==> config.mk <==
export PLATFORM = sky130hd
export DESIGN_NAME = multicycle_control_fsm
export DESIGN_NICKNAME = d
export VERILOG_FILES = /design/src/rtl/multicycle_control_fsm.sv
export SDC_FILE = /design/constraint.sdc
export NUM_CORES = 1
export LEC_CHECK = 0
export ABC_AREA = 0
export CAP_MARGIN = 10
export CORE_UTILIZATION = 35
export DETAILED_ROUTE_END_ITERATION = 6
export MAX_ROUTING_LAYER = met4
export PLACE_DENSITY = 0.66
export SYNTH_ARGS = -nofsm -noshare
export SYNTH_HDL_FRONTEND = slang
export SYNTH_SLANG_ARGS = --single-unit
==> constraint.sdc <==
create_clock -name clk -period 2.7 [get_ports clk]
set_input_delay 0.27 -clock clk [delete_from_list [all_inputs] [get_ports clk]]
set_output_delay 0.27 -clock clk [all_outputs]
set_load 0.005 [all_outputs]
==> src/rtl/multicycle_control_fsm.sv <==
// Multi-cycle RV32I control sequencer: walks each instruction through
// FETCH/DECODE/EXECUTE/MEM/WRITEBACK and halts on illegal encodings or memory timeouts.
module multicycle_control_fsm #(
    parameter int unsigned TIMEOUT = 15
) (
    input  logic        clk,
    input  logic        reset,
    input  logic [31:0] instr,
    output logic        imem_req,
    input  logic        imem_ready,
    input  logic        dmem_ready,
    input  logic        zero,
    output logic        ir_write,
    output logic        pc_write,
    output logic        pc_src,
    output logic        alu_source,
    output logic [3:0]  alu_operation,
    output logic        mem_read,
    output logic        mem_write,
    output logic        mem_to_reg,
    output logic        reg_write,
    output logic        illegal_instr,
    output logic        bus_error,
    output logic [2:0]  state_dbg
);

    localparam int unsigned CNT_W = $clog2(TIMEOUT + 1);

    localparam logic [6:0] OP_R      = 7'b0110011;
    localparam logic [6:0] OP_I      = 7'b0010011;
    localparam logic [6:0] OP_LOAD   = 7'b0000011;
    localparam logic [6:0] OP_STORE  = 7'b0100011;
    localparam logic [6:0] OP_BRANCH = 7'b1100011;

    localparam logic [3:0] ALU_AND = 4'b0000;
    localparam logic [3:0] ALU_OR  = 4'b0001;
    localparam logic [3:0] ALU_ADD = 4'b0010;
    localparam logic [3:0] ALU_XOR = 4'b0011;
    localparam logic [3:0] ALU_SLL = 4'b0100;
    localparam logic [3:0] ALU_SRL = 4'b0101;
    localparam logic [3:0] ALU_SUB = 4'b0110;
    localparam logic [3:0] ALU_SLT = 4'b0111;
    localparam logic [3:0] ALU_SRA = 4'b1000;

    typedef enum logic [2:0] {
        ST_FETCH     = 3'd0,
        ST_DECODE    = 3'd1,
        ST_EXECUTE   = 3'd2,
        ST_MEM       = 3'd3,
        ST_WRITEBACK = 3'd4,
        ST_HALT      = 3'd5
    } state_e;

    state_e             state_q, state_d;
    logic [CNT_W-1:0]   cnt_q, cnt_d;
    logic [6:0]         op_q, op_d;
    logic [2:0]         fn3_q, fn3_d;
    logic [6:0]         fn7_q, fn7_d;
    logic               illegal_q, illegal_d;
    logic               bus_err_q, bus_err_d;

    logic               is_alu_r, is_alu_i, is_load, is_store, is_branch;
    logic               fn7_ok, dec_legal, dec_alu_src, br_taken, timed_out;
    logic [3:0]         dec_alu_op, fn3_alu_op;

    // Register/operand fields of the instruction are not needed by the sequencer.
    logic               instr_unused;
    assign instr_unused = ^{instr[24:15], instr[11:7]};

    assign timed_out = (cnt_q == CNT_W'(TIMEOUT - 1));

    // Shared fn3 -> ALU op mapping for R-type and I-ALU classes.
    always_comb begin
        fn3_alu_op = ALU_ADD;
        unique case (fn3_q)
            3'b000:  fn3_alu_op = (is_alu_r && fn7_q[5]) ? ALU_SUB : ALU_ADD;
            3'b111:  fn3_alu_op = ALU_AND;
            3'b110:  fn3_alu_op = ALU_OR;
            3'b100:  fn3_alu_op = ALU_XOR;
            3'b010:  fn3_alu_op = ALU_SLT;
            3'b001:  fn3_alu_op = ALU_SLL;
            3'b101:  fn3_alu_op = fn7_q[5] ? ALU_SRA : ALU_SRL;
            default: fn3_alu_op = ALU_ADD;
        endcase
    end

    // Classify the latched opcode/fn3/fn7 copy.
    always_comb begin
        is_alu_r    = (op_q == OP_R);
        is_alu_i    = (op_q == OP_I);
        is_load     = (op_q == OP_LOAD);
        is_store    = (op_q == OP_STORE);
        is_branch   = (op_q == OP_BRANCH);
        fn7_ok      = (fn7_q == 7'b0000000) || (fn7_q == 7'b0100000);
        dec_legal   = 1'b0;
        dec_alu_src = 1'b0;
        dec_alu_op  = ALU_ADD;
        br_taken    = 1'b0;
        if (is_alu_r) begin
            dec_legal  = fn7_ok && (fn3_q != 3'b011);
            dec_alu_op = fn3_alu_op;
        end else if (is_alu_i) begin
            dec_legal   = (fn3_q != 3'b011) &&
                          (((fn3_q != 3'b001) && (fn3_q != 3'b101)) || fn7_ok);
            dec_alu_src = 1'b1;
            dec_alu_op  = fn3_alu_op;
        end else if (is_load || is_store) begin
            dec_legal   = 1'b1;
            dec_alu_src = 1'b1;
        end else if (is_branch) begin
            dec_legal  = (fn3_q == 3'b000) || (fn3_q == 3'b001);
            dec_alu_op = ALU_SUB;
            br_taken   = (fn3_q == 3'b000) ? zero : ~zero;
        end
    end

    always_ff @(posedge clk) begin
        if (reset) begin
            state_q   <= ST_FETCH;
            cnt_q     <= '0;
            op_q      <= '0;
            fn3_q     <= '0;
            fn7_q     <= '0;
            illegal_q <= 1'b0;
            bus_err_q <= 1'b0;
        end else begin
            state_q   <= state_d;
            cnt_q     <= cnt_d;
            op_q      <= op_d;
            fn3_q     <= fn3_d;
            fn7_q     <= fn7_d;
            illegal_q <= illegal_d;
            bus_err_q <= bus_err_d;
        end
    end

    // Next state, wait counter and per-state datapath enables.
    always_comb begin
        state_d       = state_q;
        cnt_d         = cnt_q;
        op_d          = op_q;
        fn3_d         = fn3_q;
        fn7_d         = fn7_q;
        illegal_d     = illegal_q;
        bus_err_d     = bus_err_q;
        imem_req      = 1'b0;
        ir_write      = 1'b0;
        pc_write      = 1'b0;
        pc_src        = 1'b0;
        alu_source    = 1'b0;
        alu_operation = 4'b0000;
        mem_read      = 1'b0;
        mem_write     = 1'b0;
        mem_to_reg    = 1'b0;
        reg_write     = 1'b0;

        unique case (state_q)
            ST_FETCH: begin
                imem_req = 1'b1;
                if (imem_ready) begin
                    ir_write = 1'b1;
                    op_d     = instr[6:0];
                    fn3_d    = instr[14:12];
                    fn7_d    = instr[31:25];
                    state_d  = ST_DECODE;
                end else if (timed_out) begin
                    bus_err_d = 1'b1;
                    state_d   = ST_HALT;
                end else begin
                    cnt_d = cnt_q + CNT_W'(1);
                end
            end
            ST_DECODE: begin
                if (dec_legal) begin
                    state_d = ST_EXECUTE;
                end else begin
                    illegal_d = 1'b1;
                    state_d   = ST_HALT;
                end
            end
            ST_EXECUTE: begin
                alu_source    = dec_alu_src;
                alu_operation = dec_alu_op;
                if (is_branch) begin
                    pc_write = 1'b1;
                    pc_src   = br_taken;
                    state_d  = ST_FETCH;
                end else if (is_load || is_store) begin
                    state_d = ST_MEM;
                end else begin
                    state_d = ST_WRITEBACK;
                end
            end
            ST_MEM: begin
                alu_source    = dec_alu_src;
                alu_operation = dec_alu_op;
                mem_read      = is_load;
                mem_write     = ~is_load;
                if (dmem_ready) begin
                    if (is_load) begin
                        state_d = ST_WRITEBACK;
                    end else begin
                        pc_write = 1'b1;
                        state_d  = ST_FETCH;
                    end
                end else if (timed_out) begin
                    bus_err_d = 1'b1;
                    state_d   = ST_HALT;
                end else begin
                    cnt_d = cnt_q + CNT_W'(1);
                end
            end
            ST_WRITEBACK: begin
                alu_source    = dec_alu_src;
                alu_operation = dec_alu_op;
                reg_write     = 1'b1;
                pc_write      = 1'b1;
                mem_to_reg    = is_load;
                state_d       = ST_FETCH;
            end
            ST_HALT: begin
                state_d = ST_HALT;
            end
            default: begin
                state_d = ST_FETCH;
            end
        endcase

        // Every wait window starts from zero.
        if ((state_d != state_q) && ((state_d == ST_FETCH) || (state_d == ST_MEM))) begin
            cnt_d = '0;
        end

        // Reset forces a quiet interface even mid-instruction.
        if (reset) begin
            imem_req      = 1'b0;
            ir_write      = 1'b0;
            pc_write      = 1'b0;
            pc_src        = 1'b0;
            alu_source    = 1'b0;
            alu_operation = 4'b0000;
            mem_read      = 1'b0;
            mem_write     = 1'b0;
            mem_to_reg    = 1'b0;
            reg_write     = 1'b0;
        end
    end

    assign illegal_instr = illegal_q & ~reset;
    assign bus_error     = bus_err_q & ~reset;
    assign state_dbg     = reset ? 3'd0 : state_q;

endmodule

==> metrics <==
critical path type=reg -> out; initial antenna violation count=0; Critical Path Sink Type=output pin; global-route wire length before repair=6020 um; Synth Area in Simple Gates=35.2%; Row Count=23; Critical path origin=op_q[5]; Final Hold Vio Count=0; Required @ worst endpoint=2.43 ns; DRT Wirelength=3580 um; GRT Total Usage=18.0%; Starting DRT DRC Count=97; CTS Buffer Depth=2; Syn Inst Count=198; share of cells above drive strength 1=5.98%; initial core utilization=36.8%; headroom to the max-slew limit=57.1%; total gr overflow=0; die height=67.3 um; P per Cell Area=596 nW/um^2; # hold bufs at CTS=0; Final ANT Viol Nets=0; post-route design area=1990 um^2; maximum VDD drop=230 uV; main combinational cell family by area after synthesis=simple AND/OR/NAND/NOR gates; H-tree depth=1; Hold Crit Class=reg -> reg; Synth Net Count=237; clock sink count=26; setup TNS=0 ns; R2R depth=5; Syn Std Cell Area=1490 um^2; setup slack, reg-to-reg=0.59 ns; Period minus WS final=2.46 ns; multiplexer share of the synthesized area=0%; RR Endpoint=cnt_q[3]; root buf cell=clkbuf_8; DR DRC count=0; Overall Power=1.19 mW; cts bufs inserted=3; worst skew pair latency=0.27 ns; Chip Width=67.3 um; dpl cell area=1940 um^2; postcts setup bufs=0; Worst Path Max Fanout=11; post-synthesis sequential area ratio=34.9%; clock slew at reported path FFs=0.09 ns; fin nets=275; I/O pins=55; setup violators final=0; Distinct cells, synth=45; DIE AREA=4530 um^2; P_leak=0.709 nW; #FFs+latches synth=26; status=complete, no violations; vias in the first global route=1297; Setup Skew=0.00754 ns; Slew Limit Fails=0; crit path to=mem_read; CORE AREA=4060 um^2; data arrival time of the worst path=2.19 ns; crit share post-route=91.2%; unrepaired setup endpoints after global routing=false; Area Growth Syn to Fin=33.6%; gpl congestion=0.846; fmax=406 MHz; worst-margin pin slew=0.642 ns; max-cap violation count=0; YS warnings=0; DPL Wire Length=2680 um; post-synthesis adder-cell area fraction=1.68%; Compound-Gate Fraction of Synth Area=21.4%; fillcell total=418; CTS tree=built; PortBufs=39; Worst R2R Start=fn7_q[6]; Pre-antenna DRT Iters=4; antenna diode count=0; Top FF cell, synth=dfxtp_1; Async SR Flop Fraction=0%; Critical Path Source Type=flip-flop; synthesized area per cell=7.53 um^2; vias per cell=5.21; Post-Synth XOR/XNOR Area=2.35%; via count=1479; largest net degree at the start of global routing=33; Post-synth EDFFs=0; DR WL/cell=12.6 um
-- kinds of logic after synthesis --
logic type / Yosys count
buf+inv: 18
simple gates: 99
fa+ha+maj: 2
compound gates: 49
xor+xnor: 4
flops: 26
-- cell usage after synthesis (all sizes together) (2+ instances only) --
master,n,area share [%]
dfxtp,26,35
clkbuf,11,2.8
o21ai,6,2.0
nand3,4,1.3
nor2,8,2.0
nor2b,7,2.9
or4,3,1.5
or3,4,1.7
ha,2,1.7
a21oi,27,9.1
and2,3,1.3
and3,2,0.84
nand4,2,0.84
nand2,42,11
nand2b,5,2.1
nor4,6,2.5
xnor2,3,1.8
nor4bb,2,1.3
nor3,5,1.7
inv,6,1.5
-- power by group --
group          internal [mW]  leakage, nW  switching, mW  total, mW
Clock                  0.100       0.0216          0.116      0.216
Sequential             0.448        0.213         0.0712      0.519
Combinational          0.212        0.474          0.241      0.453
Total                  0.760        0.709          0.428       1.19
-- cells in the final DEF, fill, tap and decap left out, types with 2 or more instances in the layout --
| master | instances |
|---|---|
| a21oi_1 | 27 |
| and2_1 | 3 |
| and3_1 | 2 |
| buf_4 | 6 |
| clkbuf_8 | 3 |
| clkdlybuf4s50_1 | 39 |
| dfxtp_1 | 26 |
| ha_1 | 2 |
| inv_1 | 6 |
| nand2_1 | 42 |
| nand2b_1 | 5 |
| nand3_1 | 4 |
| nand4_1 | 2 |
| nor2_1 | 8 |
| nor2b_1 | 7 |
| nor3_1 | 5 |
| nor4_1 | 6 |
| nor4bb_1 | 2 |
| o21ai_0 | 4 |
| o21ai_1 | 2 |
| or3_1 | 4 |
| or4_1 | 3 |
| xnor2_1 | 3 |
-- how the worst min path moves through the flow --
stage          endpoint       from  slack (ns)  depth (start not counted)
2_1_floorplan  fn7_q[1]  instr[26]        0.41                          2
3_3_place_gp   fn7_q[1]   fn7_q[1]        0.44                          2
3_5_place_dp   fn7_q[2]   fn7_q[2]        0.45                          2
4_1_cts        fn7_q[3]   fn7_q[3]        0.46                          2
5_1_grt        fn7_q[2]   fn7_q[2]        0.48                          2
6_report       fn7_q[3]   fn7_q[3]        0.46                          2
-- state kept, by name, summed over array words and instances, names as in the netlist --
register,count
fn7_q,7
op_q,7
cnt_q,4
fn3_q,3
state_q,3
bus_err_q,1
illegal_q,1
-- routing by layer --
| layer | track usage, % | share of wire, % |
|---|---|---|
| met5 | - | 0 |
| met4 | 6.38 | 1.0 |
| met3 | 2.53 | 3.5 |
| met2 | 26.6 | 45 |
| met1 | 24.7 | 50 |
-- cell type report --
cell class	instances	area (um^2)	area share (%)
Clock buffer	3	41.3	2.07
Inverter	6	22.5	1.13
Timing Repair Buffer	45	435	21.9
Tap cell	50	62.6	3.14
Sequential cell	26	520	26.1
Multi-Input combinational cell	154	910	45.7
-- metrics by stage --
stage | util (%) | setup slack (ns) | cells | hold WS [ns]
final | 49.1 | 0.238 | 284 | 0.459
after CTS | 48.9 | 0.118 | 284 | 0.460
after floorplan | - | 0.734 | 198 | 0.406
after detailed placement | 47.9 | 0.411 | 281 | 0.446
after global placement | 47.9 | 0.412 | 281 | 0.442
after global routing | 49.1 | 0.0457 | 284 | 0.485
-- worst max-delay path, cell delays in order (launching register included) --
cell             delay [ns]
dfxtp_1                0.42
or2_2                  0.32
or3_1                  0.38
nor4_1                 0.25
clkdlybuf4s50_1        0.56
-- repair_timing --
item | in CTS | in global routing
resized for setup | 0 | 3
endpoints found under the hold margin | 0 | 0
endpoints found under the setup margin | 0 | 2
Power figures use the tool's default switching activity.
